File: src/rtl/spi_slave_pkg.sv
// Shared types and default constants for the SPI responder.
package spi_slave_pkg;

    typedef enum logic {
        IDLE   = 1'b0,
        ACTIVE = 1'b1
    } state_e;

    localparam int         DEFAULT_DATA_W     = 8;
    localparam int         DEFAULT_RX_DEPTH   = 4;
    localparam logic [7:0] DEFAULT_DUMMY_BYTE = 8'hFF;

endpackage

File: src/rtl/spi_rx_fifo.sv
// Show-ahead synchronous FIFO for received SPI words.
module spi_rx_fifo #(
    parameter int DATA_W = 8,
    parameter int DEPTH  = 4
) (
    input  logic              clock,
    input  logic              reset,
    input  logic              push,
    input  logic [DATA_W-1:0] push_data,
    input  logic              pop,
    output logic [DATA_W-1:0] pop_data,
    output logic              full,
    output logic              empty,
    output logic              dropped
);

    localparam int AW = $clog2(DEPTH);

    logic [DATA_W-1:0] mem [DEPTH];
    logic [AW:0]       wr_ptr;
    logic [AW:0]       rd_ptr;
    logic              do_push;
    logic              do_pop;

    assign empty    = (wr_ptr == rd_ptr);
    assign full     = (wr_ptr[AW] != rd_ptr[AW]) && (wr_ptr[AW-1:0] == rd_ptr[AW-1:0]);
    assign do_pop   = pop && !empty;
    // A pop in the same cycle frees the slot, so a push into a full FIFO still lands.
    assign do_push  = push && (!full || do_pop);
    assign dropped  = push && !do_push;
    assign pop_data = mem[rd_ptr[AW-1:0]];

    always_ff @(posedge clock) begin
        if (do_push) begin
            mem[wr_ptr[AW-1:0]] <= push_data;
        end
    end

    always_ff @(posedge clock or posedge reset) begin
        if (reset) begin
            wr_ptr <= '0;
            rd_ptr <= '0;
        end else begin
            if (do_push) begin
                wr_ptr <= wr_ptr + (AW+1)'(1);
            end
            if (do_pop) begin
                rd_ptr <= rd_ptr + (AW+1)'(1);
            end
        end
    end

endmodule

File: src/rtl/spi_slave_responder.sv
// Mode-0 MSB-first SPI target: oversampled pins, RX FIFO, single TX holding register.
module spi_slave_responder
    import spi_slave_pkg::*;
#(
    parameter int                DATA_W     = DEFAULT_DATA_W,
    parameter int                RX_DEPTH   = DEFAULT_RX_DEPTH,
    parameter logic [DATA_W-1:0] DUMMY_BYTE = DATA_W'(DEFAULT_DUMMY_BYTE)
) (
    input  logic              clock,
    input  logic              reset,
    input  logic              sclk,
    input  logic              cs_n,
    input  logic              mosi,
    output logic              miso,
    output logic              miso_oe,
    input  logic [DATA_W-1:0] tx_data,
    input  logic              tx_valid,
    output logic              tx_ready,
    output logic [DATA_W-1:0] rx_data,
    output logic              rx_valid,
    input  logic              rx_ready,
    output logic              busy,
    output logic              rx_overrun,
    output logic              tx_underrun
);

    localparam int CNT_W = $clog2(DATA_W + 1);

    logic sclk_p0, sclk_p1, sclk_p2;
    logic cs_n_p0, cs_n_p1, cs_n_p2;
    logic mosi_p0, mosi_p1;

    logic sclk_rise, sclk_fall, cs_fall, cs_rise;

    state_e            state, next_state;
    logic              word_start;
    logic              do_sample;
    logic              do_shift;
    logic              word_done;
    logic [CNT_W-1:0]  bit_cnt;

    logic [DATA_W-2:0] rx_shift;
    logic [DATA_W-1:0] rx_word;
    logic              rx_push;
    logic              fifo_full;
    logic              fifo_empty;
    logic              fifo_dropped;

    logic [DATA_W-1:0] shifter;
    logic [DATA_W-1:0] shift_next;
    logic [DATA_W-1:0] hold;

    // Stage p0..p2: pin synchronisers; edges are taken between p1 and p2.
    always_ff @(posedge clock or posedge reset) begin
        if (reset) begin
            sclk_p0 <= 1'b0;
            sclk_p1 <= 1'b0;
            sclk_p2 <= 1'b0;
            cs_n_p0 <= 1'b1;
            cs_n_p1 <= 1'b1;
            cs_n_p2 <= 1'b1;
            mosi_p0 <= 1'b0;
            mosi_p1 <= 1'b0;
        end else begin
            sclk_p0 <= sclk;
            sclk_p1 <= sclk_p0;
            sclk_p2 <= sclk_p1;
            cs_n_p0 <= cs_n;
            cs_n_p1 <= cs_n_p0;
            cs_n_p2 <= cs_n_p1;
            mosi_p0 <= mosi;
            mosi_p1 <= mosi_p0;
        end
    end

    assign sclk_rise = sclk_p1 && !sclk_p2;
    assign sclk_fall = !sclk_p1 && sclk_p2;
    assign cs_fall   = !cs_n_p1 && cs_n_p2;
    assign cs_rise   = cs_n_p1 && !cs_n_p2;
    assign word_done = (bit_cnt == CNT_W'(DATA_W));

    always_ff @(posedge clock or posedge reset) begin
        if (reset) begin
            state <= IDLE;
        end else begin
            state <= next_state;
        end
    end

    always_comb begin
        next_state = state;
        word_start = 1'b0;
        do_sample  = 1'b0;
        do_shift   = 1'b0;
        case (state)
            IDLE: begin
                if (cs_fall) begin
                    next_state = ACTIVE;
                    word_start = 1'b1;
                end
            end
            ACTIVE: begin
                // Deselect wins over any sclk edge seen in the same cycle.
                if (cs_rise) begin
                    next_state = IDLE;
                end else if (sclk_rise && !word_done) begin
                    do_sample = 1'b1;
                end else if (sclk_fall) begin
                    if (word_done) begin
                        word_start = 1'b1;
                    end else begin
                        do_shift = 1'b1;
                    end
                end
            end
            default: next_state = IDLE;
        endcase
    end

    assign busy    = (state == ACTIVE);
    assign miso_oe = (state == ACTIVE);

    always_ff @(posedge clock or posedge reset) begin
        if (reset) begin
            bit_cnt <= '0;
        end else if (word_start || next_state == IDLE) begin
            bit_cnt <= '0;
        end else if (do_sample) begin
            bit_cnt <= bit_cnt + CNT_W'(1);
        end
    end

    assign rx_word = {rx_shift, mosi_p1};
    assign rx_push = do_sample && (bit_cnt == CNT_W'(DATA_W - 1));

    always_ff @(posedge clock) begin
        if (do_sample) begin
            rx_shift <= rx_word[DATA_W-2:0];
        end
    end

    spi_rx_fifo #(
        .DATA_W (DATA_W),
        .DEPTH  (RX_DEPTH)
    ) u_rx_fifo (
        .clock     (clock),
        .reset     (reset),
        .push      (rx_push),
        .push_data (rx_word),
        .pop       (rx_ready),
        .pop_data  (rx_data),
        .full      (fifo_full),
        .empty     (fifo_empty),
        .dropped   (fifo_dropped)
    );

    assign rx_valid = !fifo_empty;

    always_comb begin
        shift_next = shifter;
        if (word_start) begin
            shift_next = tx_ready ? DUMMY_BYTE : hold;
        end else if (do_shift) begin
            shift_next = {shifter[DATA_W-2:0], 1'b0};
        end
    end

    always_ff @(posedge clock) begin
        shifter <= shift_next;
    end

    // miso follows the post-update shifter so the new bit is on the pin one cycle sooner.
    always_ff @(posedge clock or posedge reset) begin
        if (reset) begin
            miso <= 1'b0;
        end else begin
            miso <= (next_state == ACTIVE) ? shift_next[DATA_W-1] : 1'b0;
        end
    end

    always_ff @(posedge clock) begin
        if (!(word_start && !tx_ready) && tx_valid && tx_ready) begin
            hold <= tx_data;
        end
    end

    // Word start reads the old holding content; a same-cycle load is kept for the next word.
    always_ff @(posedge clock or posedge reset) begin
        if (reset) begin
            tx_ready <= 1'b1;
        end else if (word_start && !tx_ready) begin
            tx_ready <= 1'b1;
        end else if (tx_valid && tx_ready) begin
            tx_ready <= 1'b0;
        end
    end

    always_ff @(posedge clock or posedge reset) begin
        if (reset) begin
            tx_underrun <= 1'b0;
            rx_overrun  <= 1'b0;
        end else begin
            tx_underrun <= word_start && tx_ready;
            rx_overrun  <= fifo_dropped;
        end
    end

endmodule

File: config.mk
export PLATFORM = sky130hd
export DESIGN_NAME = spi_slave_responder
export DESIGN_NICKNAME = d
export VERILOG_FILES = /design/src/rtl/spi_slave_pkg.sv /design/src/rtl/spi_rx_fifo.sv /design/src/rtl/spi_slave_responder.sv
export SDC_FILE = /design/constraint.sdc
export NUM_CORES = 1
export LEC_CHECK = 0
export BUFFER_PORTS_ARGS = -buffer_cell sky130_fd_sc_hd__buf_2
export CORE_ASPECT_RATIO = 0.6
export CORE_MARGIN = 3
export CORE_UTILIZATION = 40
export DETAILED_ROUTE_END_ITERATION = 7
export SETUP_SLACK_MARGIN = 0.5
export SYNTH_ARGS = -nofsm -noshare
export SYNTH_HDL_FRONTEND = slang
export SYNTH_SLANG_ARGS = --single-unit
File: constraint.sdc
create_clock -name clock -period 1.8 [get_ports clock]
set_input_delay 0.18 -clock clock [delete_from_list [all_inputs] [get_ports clock]]
set_output_delay 0.18 -clock clock [all_outputs]
set_load 0.05 [all_outputs]
======== Word level (Yosys, flattened, before mapping) ========
Memories as Yosys holds them, arrays and structs flattened.
Cells that the tools add are included.
word-level totals
  register bits after elaboration ......... 46
  RAM bits ................................ 32
  input port bits ......................... 15
  output and inout port bits .............. 15
  word-level logic and storage cells ...... 87
  memories ................................ 1
operators by class
  add/subtract/negate cells ............... 3
  equal/unequal tests ..................... 5
  muxes and demuxes ....................... 26
  bitwise operators ....................... 2
  reductions and logical operators ........ 30
memories
  memory         words  width  read ports  clocked after Yosys merged registers in  write ports  line               source
  u_rx_fifo.mem  4      8      1           0                                        1            spi_rx_fifo.sv:19  logic [DATA_W-1:0] mem [DEPTH];
operators by type and width
  kind                                                                   number
  8-bit two-way mux                                                      3
  1-bit two-way mux                                                      19
  1-bit logical AND                                                      15
  1-bit zero test                                                        10
  4-bit two-way mux                                                      2
  3-bit by 1-bit adder with 3-bit output, second input constant          2
  2-bit nonzero test                                                     3
  4-bit by 1-bit adder with 4-bit output, second input constant          1
  4-bit by 3-bit equality test with 1-bit output, second input constant  1
  4-bit equality test, second input constant                             1
  1-bit case mux with 2 select lines                                     2
  3-bit equality test                                                    1
  2-bit equality test                                                    1
  1-bit logical OR                                                       2
  1-bit inverter                                                         2
  1-bit inequality test                                                  1

======== Longest topological paths before layout ========
Gate-level depths: netlist of the first run.
  depth in word-level cells ............... 10
  mapped depth ............................ 6
  mapped depth without buffers ............ 6

======== Modules after synthesis ========
From an unflattened synthesis of the first run, not the netlist that was laid out.
second synthesis, totals
  cells, all modules ...................... 193
  area, all modules ....................... 3138.0 µm²
by module, submodules not included
  module               times used  cells each  area an instance (µm²)  seq. area each (µm²)
  spi_rx_fifo          1           85          1650.3                  1111.1
  spi_slave_responder  1           108         1487.7                  1111.1

======== Least setup slack after synthesis of the first run ========
No wires, ideal clock.
  path kind ............................... register to register
  from .................................... register state (netlist: busy)
  to ...................................... memory u_rx_fifo.mem[3][0], enable pin
  setup time .............................. 0.339 ns
  arrival time ............................ 1.595 ns
  required time ........................... 1.461 ns
  setup slack ............................. -0.135 ns
  cell stages (with the launch flop) ...... 4
  path buffers ............................ 0
  period minus slack after synthesis ...... 1.935 ns
  path through ............................ dfrtp_1 inv_2 nor4_2 and3_1
on the way
  word-level cells in the longest chain between the ends .. 5
RTL lines
  item                                     line                        source
  start, declared                          spi_slave_responder.sv:35   state_e state, next_state;
  start signal, assigned                   spi_slave_responder.sv:86   state <= next_state;
  1-bit two-way mux                        spi_slave_responder.sv:95   case (state)
  1-bit logical AND                        spi_slave_responder.sv:134  assign rx_push = do_sample && (bit_cnt == CNT_W'(DATA_W - 1));
  1-bit logical AND                        spi_rx_fifo.sv:29           assign do_push = push && (!full || do_pop);
  1-bit two-way mux                        spi_rx_fifo.sv:34           if (do_push) begin
  1-bit two-way mux (implied by the code)  spi_rx_fifo.sv:35           mem[wr_ptr[AW-1:0]] <= push_data;
  end, declared                            spi_rx_fifo.sv:19
Every way passes these cells.

======== Worst setup path in the final report of the first run ========
  from .................................... register u_rx_fifo.rd_ptr[0]
  to ...................................... output port rx_data[1]
on the way
  word-level cells in the longest chain between the ends .. 1
RTL lines
  item                    line                       source
  start, declared         spi_rx_fifo.sv:21          logic [AW:0] rd_ptr;
  start signal, assigned  spi_rx_fifo.sv:48          rd_ptr <= rd_ptr + (AW+1)'(1);
  memory read 4 x 8 bit   -
  end, declared           spi_slave_responder.sv:19  output logic [DATA_W-1:0] rx_data,
Every way passes these cells.

==> results of run 1 <==
[through the flow]
| step | std cells | hold slack (ns) | area (µm²) |
|---|---|---|---|
| 6_report | 358 | 0.0221 | 4210 |
| 3_3_place_gp | 313 | 0.244 | 3430 |
| 5_1_grt | 358 | 0.00573 | 4210 |
| 3_5_place_dp | 313 | 0.241 | 3430 |
| 2_1_floorplan | 182 | 0.179 | 3140 |
| 4_1_cts | 352 | 0.00645 | 4070 |
[worst max-delay path, delay by kind of cell, from the launching register on]
kind                   cells  cell delay (ns)
buffers and inverters      2             0.31
flip-flops                 1             0.38
multiplexers               1             0.53
[flip-flops by register name (all words and copies together), names as in the netlist]
signal            cells
bit_cnt               4
sclk_p1               1
shifter               8
u_rx_fifo.rd_ptr      3
sclk_p2               1
tx_ready              1
tx_underrun           1
u_rx_fifo.mem        32
rx_shift              7
mosi_p1               1
busy                  1
sclk_p0               1
cs_n_p2               1
rx_overrun            1
cs_n_p1               1
mosi_p0               1
u_rx_fifo.wr_ptr      3
miso                  1
cs_n_p0               1
hold                  8
[report_power, final]
part / leakage [nW] / switching [mW] / internal [mW]
logic: 0.692 / 0.906 / 0.686
registers: 0.779 / 0.0661 / 2.06
clock network: 0.154 / 0.659 / 1.24
total: 1.63 / 1.63 / 3.99
[cells by family (layout without fill, tap and decap cells)]
| logic type | count (synthesis) | in the layout | share of synthesized area [%] |
|---|---|---|---|
| xor gates and xnor gates | 8 | 8 | 2.31 |
| adders and majority gates | 7 | 7 | 2.89 |
| muxes | 12 | 12 | 7.34 |
| and+or+nand+nor | 49 | 51 | 9.53 |
| DFF | 78 | 78 | 73.2 |
| buffers and inverters | 13 | 87 | 1.90 |
| AOI/OAI and AO/OA | 15 | 15 | 2.80 |
[cell type report]
type,count,area [µm²]
Sequential cell,78,2220
Clock inverter,6,85.1
Fill cell,521,2780
Clock buffer,10,239
Timing Repair Buffer,62,541
Tap cell,100,125
Multi-Input combinational cell,93,946
Inverter,9,48.8
[path summary, 6_finish.rpt]
check,start,endpoint,slack [ns],depth (start not counted)
min in group asynchronous,reset,u_rx_fifo.wr_ptr[1],0.44,4
max,u_rx_fifo.rd_ptr[0],rx_data[1],0.06,3
max reg2reg,bit_cnt[1],u_rx_fifo.mem[2][1],0.09,5
max in group asynchronous,reset,cs_n_p1,1.06,4
min,tx_data[7],hold[7],0.02,1
min reg2reg,sclk_p0,sclk_p1,0.35,0
[what timing repair did]
action                                 in CTS  in global routing
cloned                                      2                  0
setup buffers                              17                  6
setup endpoints to repair                  78                 78
pin swaps                                  10                  6
gates resized for setup                    43                 19
endpoints found under the hold margin      22                  0
hold buffers                                4                  0
[layout by cell type, fill, tap and decap left out, drive strengths merged, types with 4 or more instances in the layout]
cell         instances
xnor2                6
nor2b                4
nor2                15
dfrtp               19
edfxtp              54
buf                 58
dfstp                4
inv                  8
nand2                9
dlygate4sd3          4
mux4                 8
o21ai               10
ha                   7
and3                 5
clkbuf              10
[layer usage]
| layer | routed length [µm] | up-vias | GRT usage, % | share of wire, % |
|---|---|---|---|---|
| met5 | 0 | - | 0 | 0 |
| met4 | 84 | 0 | 4.62 | 1.5 |
| met3 | 255 | 9 | 5.62 | 4.6 |
| met2 | 2370 | 30 | 18.8 | 43 |
| met1 | 2850 | 866 | 20.2 | 51 |
| li1 | - | 815 | - | - |
==> impl_metrics.py, run 1 <==
metrics = {
    "global_route": {
        "grt_max_degree": 24,
        "grt_pass1_vias": 1684,
        "grt_pass1_wl_um": 8870,
        "grt_usage_pct": 13.9,
        "grt-ovfl-total": 0,
        "grt_antenna_before_repair": 0,
    },
    "logic_synthesis": {
        "synth_edf_count": 54,
        "avgSynthCellArea_um2": 16.7,
        "async_flop_share_pct": 29.5,
        "synth_top_cells_by_area": "edfxtp_1 (53%), dfrtp_1 (16%), mux4_2 (5.9%)",
        "synth_most_common_cell": "edfxtp_1",
        "synthDominantCellAreaShare_pct": 53.4,
        "synth_ff_type": "edfxtp_1",
        "synth-seq-cells": 78,
        "synth_seq_area_share_pct": 73.2,
        "syn-num-nets": 204,
        "yosysWarnings": 0,
        "synth_cells": 182,
        "netlist_area_um2": 3030,
        "ys_top_cells_by_count": "edfxtp_1 (54), dfrtp_1 (19), nor2_1 (13)",
        "synth_top_area_cell": "edfxtp_1",
        "synth_cell_types": 34,
    },
    "critical_path": {
        "worst-setup-path-type": "reg2out",
        "max_stage_delay_ns": 0.53,
        "start_kind": "flop",
        "cp_data_required_time_ns": 1.62,
        "critPathArrivalTime_ns": 1.56,
        "slowest_stage": "mux4_2",
        "endpoint_kind": "primary output",
        "path_max_fanout": 8,
        "path_cells": "buf_12 > mux4_2 > buf_6",
    },
    "run": {
        "maxCapViolations": 0,
    },
    "sta": {
        "post-route-period-util_pct": 96.4,
        "finalMaxSlewViolations": 0,
        "fin_setup_tns_ns": 0,
        "relSlewSlack_pct": 71.4,
        "worst_slack_ns": 0.0648,
        "period_needed_ns": 1.74,
        "timing.fmax_mhz": 576,
        "grt_setup_unrepaired": "yes",
        "finalHoldViolCount": 0,
        "clock_skew_ns": 0.00600,
        "tightestPinTransition_ns": 0.425,
        "finalSetupViolations": 0,
    },
    "place": {
        "place.gp.congestion": 0.729,
        "pre_cts_slack_ns": 0.0213,
        "portBuffers": 29,
        "dp_hpwl_um": 3450,
    },
    "drt": {
        "vias": 1720,
        "via_per_inst": 4.80,
        "wl_um": 5560,
        "drc_errors": 0,
        "first_iter_violations": 75,
        "wl_per_cell_um": 15.5,
        "ant_nets": 0,
        "firstDrtPassIters": 4,
    },
    "cts": {
        "cts-root-buf": "clkbuf_16",
        "clk_latency_ns": 0.33,
        "cts_num_sinks": 78,
        "clk_pin_slew_ns": 0.06,
        "tritoncts": "done",
        "htree_num_levels": 3,
        "cts.path.max_buffers": 2,
        "numCtsBuffers": 9,
    },
    "layout": {
        "synthToLayoutAreaGrowth_pct": 38.7,
        "fin_util_pct": 60.2,
        "antennaDiodeCount": 0,
        "nets": 275,
        "drive_above_1_share_pct": 49.2,
    },
    "outcome": {
        "status": "finished clean",
    },
    "die": {
        "ios": 30,
        "coreArea_um2": 6990,
        "start_util_pct": 43.4,
        "dieWidth_um": 118,
        "num_rows": 23,
        "dieArea_um2": 8700,
        "fp.dieH_um": 73.5,
    },
    "power": {
        "powerDensity_nw_per_um2": 1340,
        "ir_worst_vdd_mv": 0.566,
        "leakage_nw": 1.63,
        "finalPower_mw": 5.62,
    },
    "min_path": {
        "hold_class": "in2reg",
    },
}
No activity file was read; power rests on OpenSTA's default activity.
==> run 2, diff against run 1 <==
--- a/config.mk
+++ b/config.mk
@@ -6,6 +6,7 @@
 export NUM_CORES = 1
 export LEC_CHECK = 0
 export BUFFER_PORTS_ARGS = -buffer_cell sky130_fd_sc_hd__buf_2
+export CAP_MARGIN = 20
 export CORE_ASPECT_RATIO = 0.6
 export CORE_MARGIN = 3
 export CORE_UTILIZATION = 40
==> constraint.sdc (replaced) <==
create_clock -name clock -period 1.8 [get_ports clock]
set_input_delay 0.18 -clock clock [delete_from_list [all_inputs] [get_ports clock]]
set_output_delay 0.18 -clock clock [all_outputs]
set_load 0.02 [all_outputs]
==> run 2 against run 1 <==
Compared with the run above:
- sequential share of layout area up 1.2 points
- via count up 0.87%
- setup slack worse by 0.029 ns
- combinational power down 14%
- die area unchanged
- first-iteration DRC count up 28%
- final area down 2.3%
- sequential power about the same
- non-clock buffer count up 5
- critical path depth unchanged
==> impl_metrics.py, run 2 (synthesis gave the netlist of run 1 again) <==
metrics = {
    "global_route": {
        "grt-ovfl-total": 0,
        "grt_antenna_before_repair": 0,
        "grtUsageMet1_pct": 22.1,
        "grt_usage_pct": 15.0,
        "grt_pass1_vias": 1787,
        "grt.met3_usage_pct": 5.77,
        "grtUsageMet2_pct": 19.8,
        "busiest_layer": "met1",
        "grt_max_degree": 24,
        "grt_pass1_wl_um": 9470,
    },
    "die": {
        "start_util_pct": 43.4,
        "dieWidth_um": 118,
        "ios": 30,
        "coreArea_um2": 6990,
        "num_rows": 23,
        "fp.dieH_um": 73.5,
        "dieArea_um2": 8700,
    },
    "critical_path": {
        "endpoint_kind": "primary output",
        "cp_data_required_time_ns": 1.62,
        "reg2reg_setup_slack_ns": 0.09,
        "max_stage_delay_ns": 0.52,
        "worstPathBufferInverterCount": 2,
        "r2r_start": "bit_cnt[0]",
        "path_cells": "buf_12 > mux4_2 > buf_6",
        "cp_top_family": "multiplexers",
        "r2r_end": "bit_cnt[2]",
        "crit_start": "u_rx_fifo.rd_ptr[0]",
        "critPathArrivalTime_ns": 1.58,
        "rr_worst_depth": 6,
        "worst-setup-path-type": "reg2out",
        "start_kind": "flop",
        "path_max_fanout": 5,
        "slowest_stage": "mux4_2",
    },
    "layout": {
        "drive_above_1_share_pct": 48.3,
        "final_common_cell": "edfxtp_1",
        "antennaDiodeCount": 0,
        "synthToLayoutAreaGrowth_pct": 35.6,
        "largest_reg_flops": 32,
        "nets": 280,
        "final_cell_mix": "edfxtp_1 (54), buf_4 (28), buf_2 (20), dfrtp_1 (17)",
        "fin_util_pct": 58.8,
        "fillCellCount": 522,
    },
    "drt": {
        "first_iter_violations": 96,
        "ant_nets": 0,
        "wl_per_cell_um": 16.2,
        "vias": 1735,
        "drc_errors": 0,
        "via_per_inst": 4.78,
        "wl_um": 5870,
        "firstDrtPassIters": 4,
    },
    "min_path": {
        "hold_path_end": "hold[1]",
        "hold_depth": 1,
        "hp-start": "tx_data[1]",
        "hold_class": "in2reg",
    },
    "run": {
        "maxCapViolations": 0,
    },
    "place": {
        "portBuffers": 29,
        "pre_cts_slack_ns": 0.0948,
        "dp_hpwl_um": 3540,
        "place.gp.congestion": 0.736,
    },
    "power": {
        "powerDensity_nw_per_um2": 1240,
        "ir_worst_vdd_mv": 0.453,
        "leakage_nw": 1.60,
    },
    "sta": {
        "post-route-period-util_pct": 98.0,
        "tightestPinTransition_ns": 0.480,
        "period_needed_ns": 1.76,
        "finalHoldViolCount": 0,
        "finalMaxSlewViolations": 0,
        "clock_skew_ns": 0.00349,
        "grt_setup_unrepaired": "yes",
        "finalSetupViolations": 0,
        "relSlewSlack_pct": 67.7,
        "timing.fmax_mhz": 567,
        "worst_slack_ns": 0.0358,
        "holdWs_ns": 0.0235,
    },
    "cts": {
        "clk_latency_ns": 0.33,
        "tritoncts": "done",
        "clk_pin_slew_ns": 0.06,
        "cts_num_sinks": 78,
        "cts-root-buf": "clkbuf_16",
        "cts.path.max_buffers": 2,
        "htree_num_levels": 3,
        "numCtsBuffers": 9,
    },
    "outcome": {
        "status": "finished clean",
    },
}
## run 2: metal layers
metal | vias up | part of all wire [%]
li1 | 826 | -
met1 | 877 | 54
met2 | 25 | 41
met3 | 7 | 3.7
met4 | 0 | 1.5
met5 | - | 0
## run 2: cell type report
class / instances / area (µm²) / share of cell area (%)
flip-flops and latches: 78 / 2220 / 54.1
inverters: 9 / 33.8 / 0.821
well taps: 100 / 125 / 3.04
clock inverters: 3 / 20.0 / 0.487
repair buffers: 67 / 542 / 13.2
clock buffers: 13 / 250 / 6.08
multi-input cells: 93 / 918 / 22.3
## run 2: worst max path at each step
| stage | cells past startpoint | to | slack (ns) |
|---|---|---|---|
| finish | 3 | rx_data[0] | 0.04 |
| global route | 6 | bit_cnt[2] | -0.02 |
| CTS | 3 | rx_data[0] | 0.02 |
| detailed placement | 6 | shifter[7] | 0.09 |
| global placement | 5 | shifter[6] | 0.13 |
| floorplan | 5 | shifter[0] | 0.19 |
## run 2: what timing repair did
| action | in CTS | in global routing |
|---|---|---|
| gates cloned | 2 | 1 |
| endpoints found under the hold margin | 22 | 0 |
| hold buffers | 4 | 0 |
| gates resized for setup | 20 | 36 |
| setup buffers | 19 | 5 |
| pin swaps | 20 | 8 |
| endpoints found under the setup margin | 75 | 75 |
## run 2: through the flow
stage          total power [mW]  setup TNS, ns  std cells  area [µm²]
3_3_place_gp               3.16              0        316        3400
5_1_grt                    5.35        -0.0480        363        4110
3_5_place_dp               3.17              0        316        3400
6_report                   5.11              0        363        4110
2_1_floorplan              2.90              0        182        3100
4_1_cts                    4.91              0        357        3930
## run 2: report_power, final
| part | total (mW) | leakage (nW) | internal (mW) | switching [mW] |
|---|---|---|---|---|
| registers | 2.14 | 0.779 | 2.06 | 0.0837 |
| logic | 1.36 | 0.692 | 0.734 | 0.624 |
| clock network | 1.61 | 0.126 | 0.968 | 0.644 |
| total | 5.11 | 1.60 | 3.76 | 1.35 |
==> run 3, diff against run 2 <==
--- a/config.mk
+++ b/config.mk
@@ -11,6 +11,8 @@
 export CORE_MARGIN = 3
 export CORE_UTILIZATION = 40
 export DETAILED_ROUTE_END_ITERATION = 7
+export GPL_ROUTABILITY_DRIVEN = 0
+export RECOVER_POWER = 25
 export SETUP_SLACK_MARGIN = 0.5
 export SYNTH_ARGS = -nofsm -noshare
 export SYNTH_HDL_FRONTEND = slang
==> run 3 against run 2 <==
Compared with the run above:
- worst hold slack about the same
- clock skew about the same
- first-iteration DRC count unchanged
- final area about the same
- via count up 0.12%
- cell count unchanged
- sequential cell count did not move
- critical path type unchanged
- largest cell class unchanged
==> impl_metrics.py, run 3 (synthesis gave the netlist of run 1 again) <==
metrics = {
    "critical_path": {
        "worstPathBufferInverterCount": 2,
        "cp_data_required_time_ns": 1.62,
        "worst-setup-path-type": "reg2out",
        "start_kind": "flop",
        "path_max_fanout": 5,
        "endpoint_kind": "primary output",
        "cp_top_family": "multiplexers",
        "critPathArrivalTime_ns": 1.58,
        "max_stage_delay_ns": 0.52,
        "path_cells": "buf_12 > mux4_2 > buf_6",
        "slowest_stage": "mux4_2",
    },
    "global_route": {
        "grt_pass1_vias": 1787,
        "grt_antenna_before_repair": 0,
        "grt_usage_pct": 15.0,
        "grt-ovfl-total": 0,
        "grt_pass1_wl_um": 9470,
        "grt_max_degree": 24,
    },
    "sta": {
        "timing.fmax_mhz": 567,
        "holdWs_ns": 0.0232,
        "relSlewSlack_pct": 67.6,
        "post-route-period-util_pct": 98.0,
        "period_needed_ns": 1.76,
        "clock_skew_ns": 0.00349,
        "finalHoldViolCount": 0,
        "grt_setup_unrepaired": "yes",
        "finalSetupViolations": 0,
        "finalMaxSlewViolations": 0,
        "tightestPinTransition_ns": 0.480,
    },
    "die": {
        "dieWidth_um": 118,
        "fp.dieH_um": 73.5,
        "ios": 30,
        "dieArea_um2": 8700,
        "num_rows": 23,
        "start_util_pct": 43.4,
        "coreArea_um2": 6990,
    },
    "power": {
        "switching_share_pct": 26.4,
        "leakage_nw": 1.59,
        "ir_worst_vdd_mv": 0.453,
        "pwr-share-clk_pct": 31.6,
        "switchingPower_mw": 1.35,
        "powerDensity_nw_per_um2": 1240,
        "share_seq_of_total_power_pct": 41.9,
        "intPower_mw": 3.76,
        "combPwrFrac_pct": 26.5,
    },
    "cts": {
        "clk_latency_ns": 0.33,
        "cts.path.max_buffers": 2,
        "htree_num_levels": 3,
        "tritoncts": "done",
        "numCtsBuffers": 9,
        "cts_num_sinks": 78,
        "clk_pin_slew_ns": 0.06,
        "cts-root-buf": "clkbuf_16",
    },
    "drt": {
        "wl_per_cell_um": 16.2,
        "first_iter_violations": 96,
        "ant_nets": 0,
        "firstDrtPassIters": 4,
        "vias": 1737,
        "wl_um": 5870,
        "via_per_inst": 4.79,
        "drc_errors": 0,
    },
    "run": {
        "maxCapViolations": 0,
    },
    "layout": {
        "largest_reg_flops": 32,
        "fin_util_pct": 58.8,
        "nets": 280,
        "antennaDiodeCount": 0,
        "drive_above_1_share_pct": 47.9,
        "final_cell_mix": "edfxtp_1 (54), buf_4 (27), buf_2 (20), dfrtp_1 (17)",
        "synthToLayoutAreaGrowth_pct": 35.5,
        "postLayoutCellArea_um2": 4110,
        "fillCellCount": 524,
        "final_common_cell": "edfxtp_1",
    },
    "place": {
        "dp_hpwl_um": 3540,
        "portBuffers": 29,
        "placed_area_um2": 3400,
    },
    "outcome": {
        "status": "finished clean",
    },
    "min_path": {
        "hold_class": "in2reg",
    },
}
[run 3: cell count changes in the layout (fill, tap and decap cells not counted)]
| cell | previous run | this run |
|---|---|---|
| clkbuf_1 | 3 | 4 |
| buf_4 | 28 | 27 |
[run 3: cell type report]
cell class	count	area, µm²	share of cell area (%)
clock buffers	13	250	6.09
clock inverters	3	20.0	0.487
inverters	9	33.8	0.822
multi-input cells	93	918	22.3
flip-flops and latches	78	2220	54.1
well taps	100	125	3.04
repair buffers	67	538	13.1
[run 3: path summary, 6_finish.rpt]
| path | start | endpoint | slack (ns) | cells after the start |
|---|---|---|---|---|
| worst max register to register | bit_cnt[0] | bit_cnt[2] | 0.09 | 6 |
| worst min-delay path | tx_data[1] | hold[1] | 0.02 | 1 |
| worst min register to register | mosi_p0 | mosi_p1 | 0.35 | 0 |
| max in group asynchronous | reset | cs_n_p0 | 1.07 | 4 |
| worst max-delay path | u_rx_fifo.rd_ptr[0] | rx_data[0] | 0.04 | 3 |
| min in group asynchronous | reset | rx_overrun | 0.44 | 4 |
[run 3: timing repair]
action | CTS | global route
resized for setup | 20 | 36
setup buffers | 19 | 5
cloned | 2 | 1
pin swaps | 20 | 8
endpoints found under the setup margin | 75 | 75
hold endpoints to repair | 22 | 0
hold buffers | 4 | 0
[run 3: layer usage]
layer | share of wire (%) | GRT usage (%)
met1 | 54 | 22.1
met2 | 41 | 19.8
met3 | 3.7 | 5.77
met4 | 1.5 | 6.16
met5 | 0 | 0
[run 3: power by group through the flow]
stage               Sequential [mW]  Clock [mW]  Combinational (mW)
finish                         2.14        1.61                1.36
CTS                            2.13        1.66                1.12
global route                   2.16        1.74                1.45
floorplan                      2.17           0               0.738
detailed placement             2.19           0               0.980
global placement               2.19           0               0.968
[run 3: stage by stage]
step	power (mW)	instances	worst slack [ns]	setup TNS, ns
after detailed placement	3.17	316	0.0948	0
final	5.11	363	0.0358	0
after global placement	3.16	316	0.130	0
after global routing	5.35	363	-0.0160	-0.0480
after floorplan	2.90	182	0.191	0
after CTS	4.91	357	0.0157	0
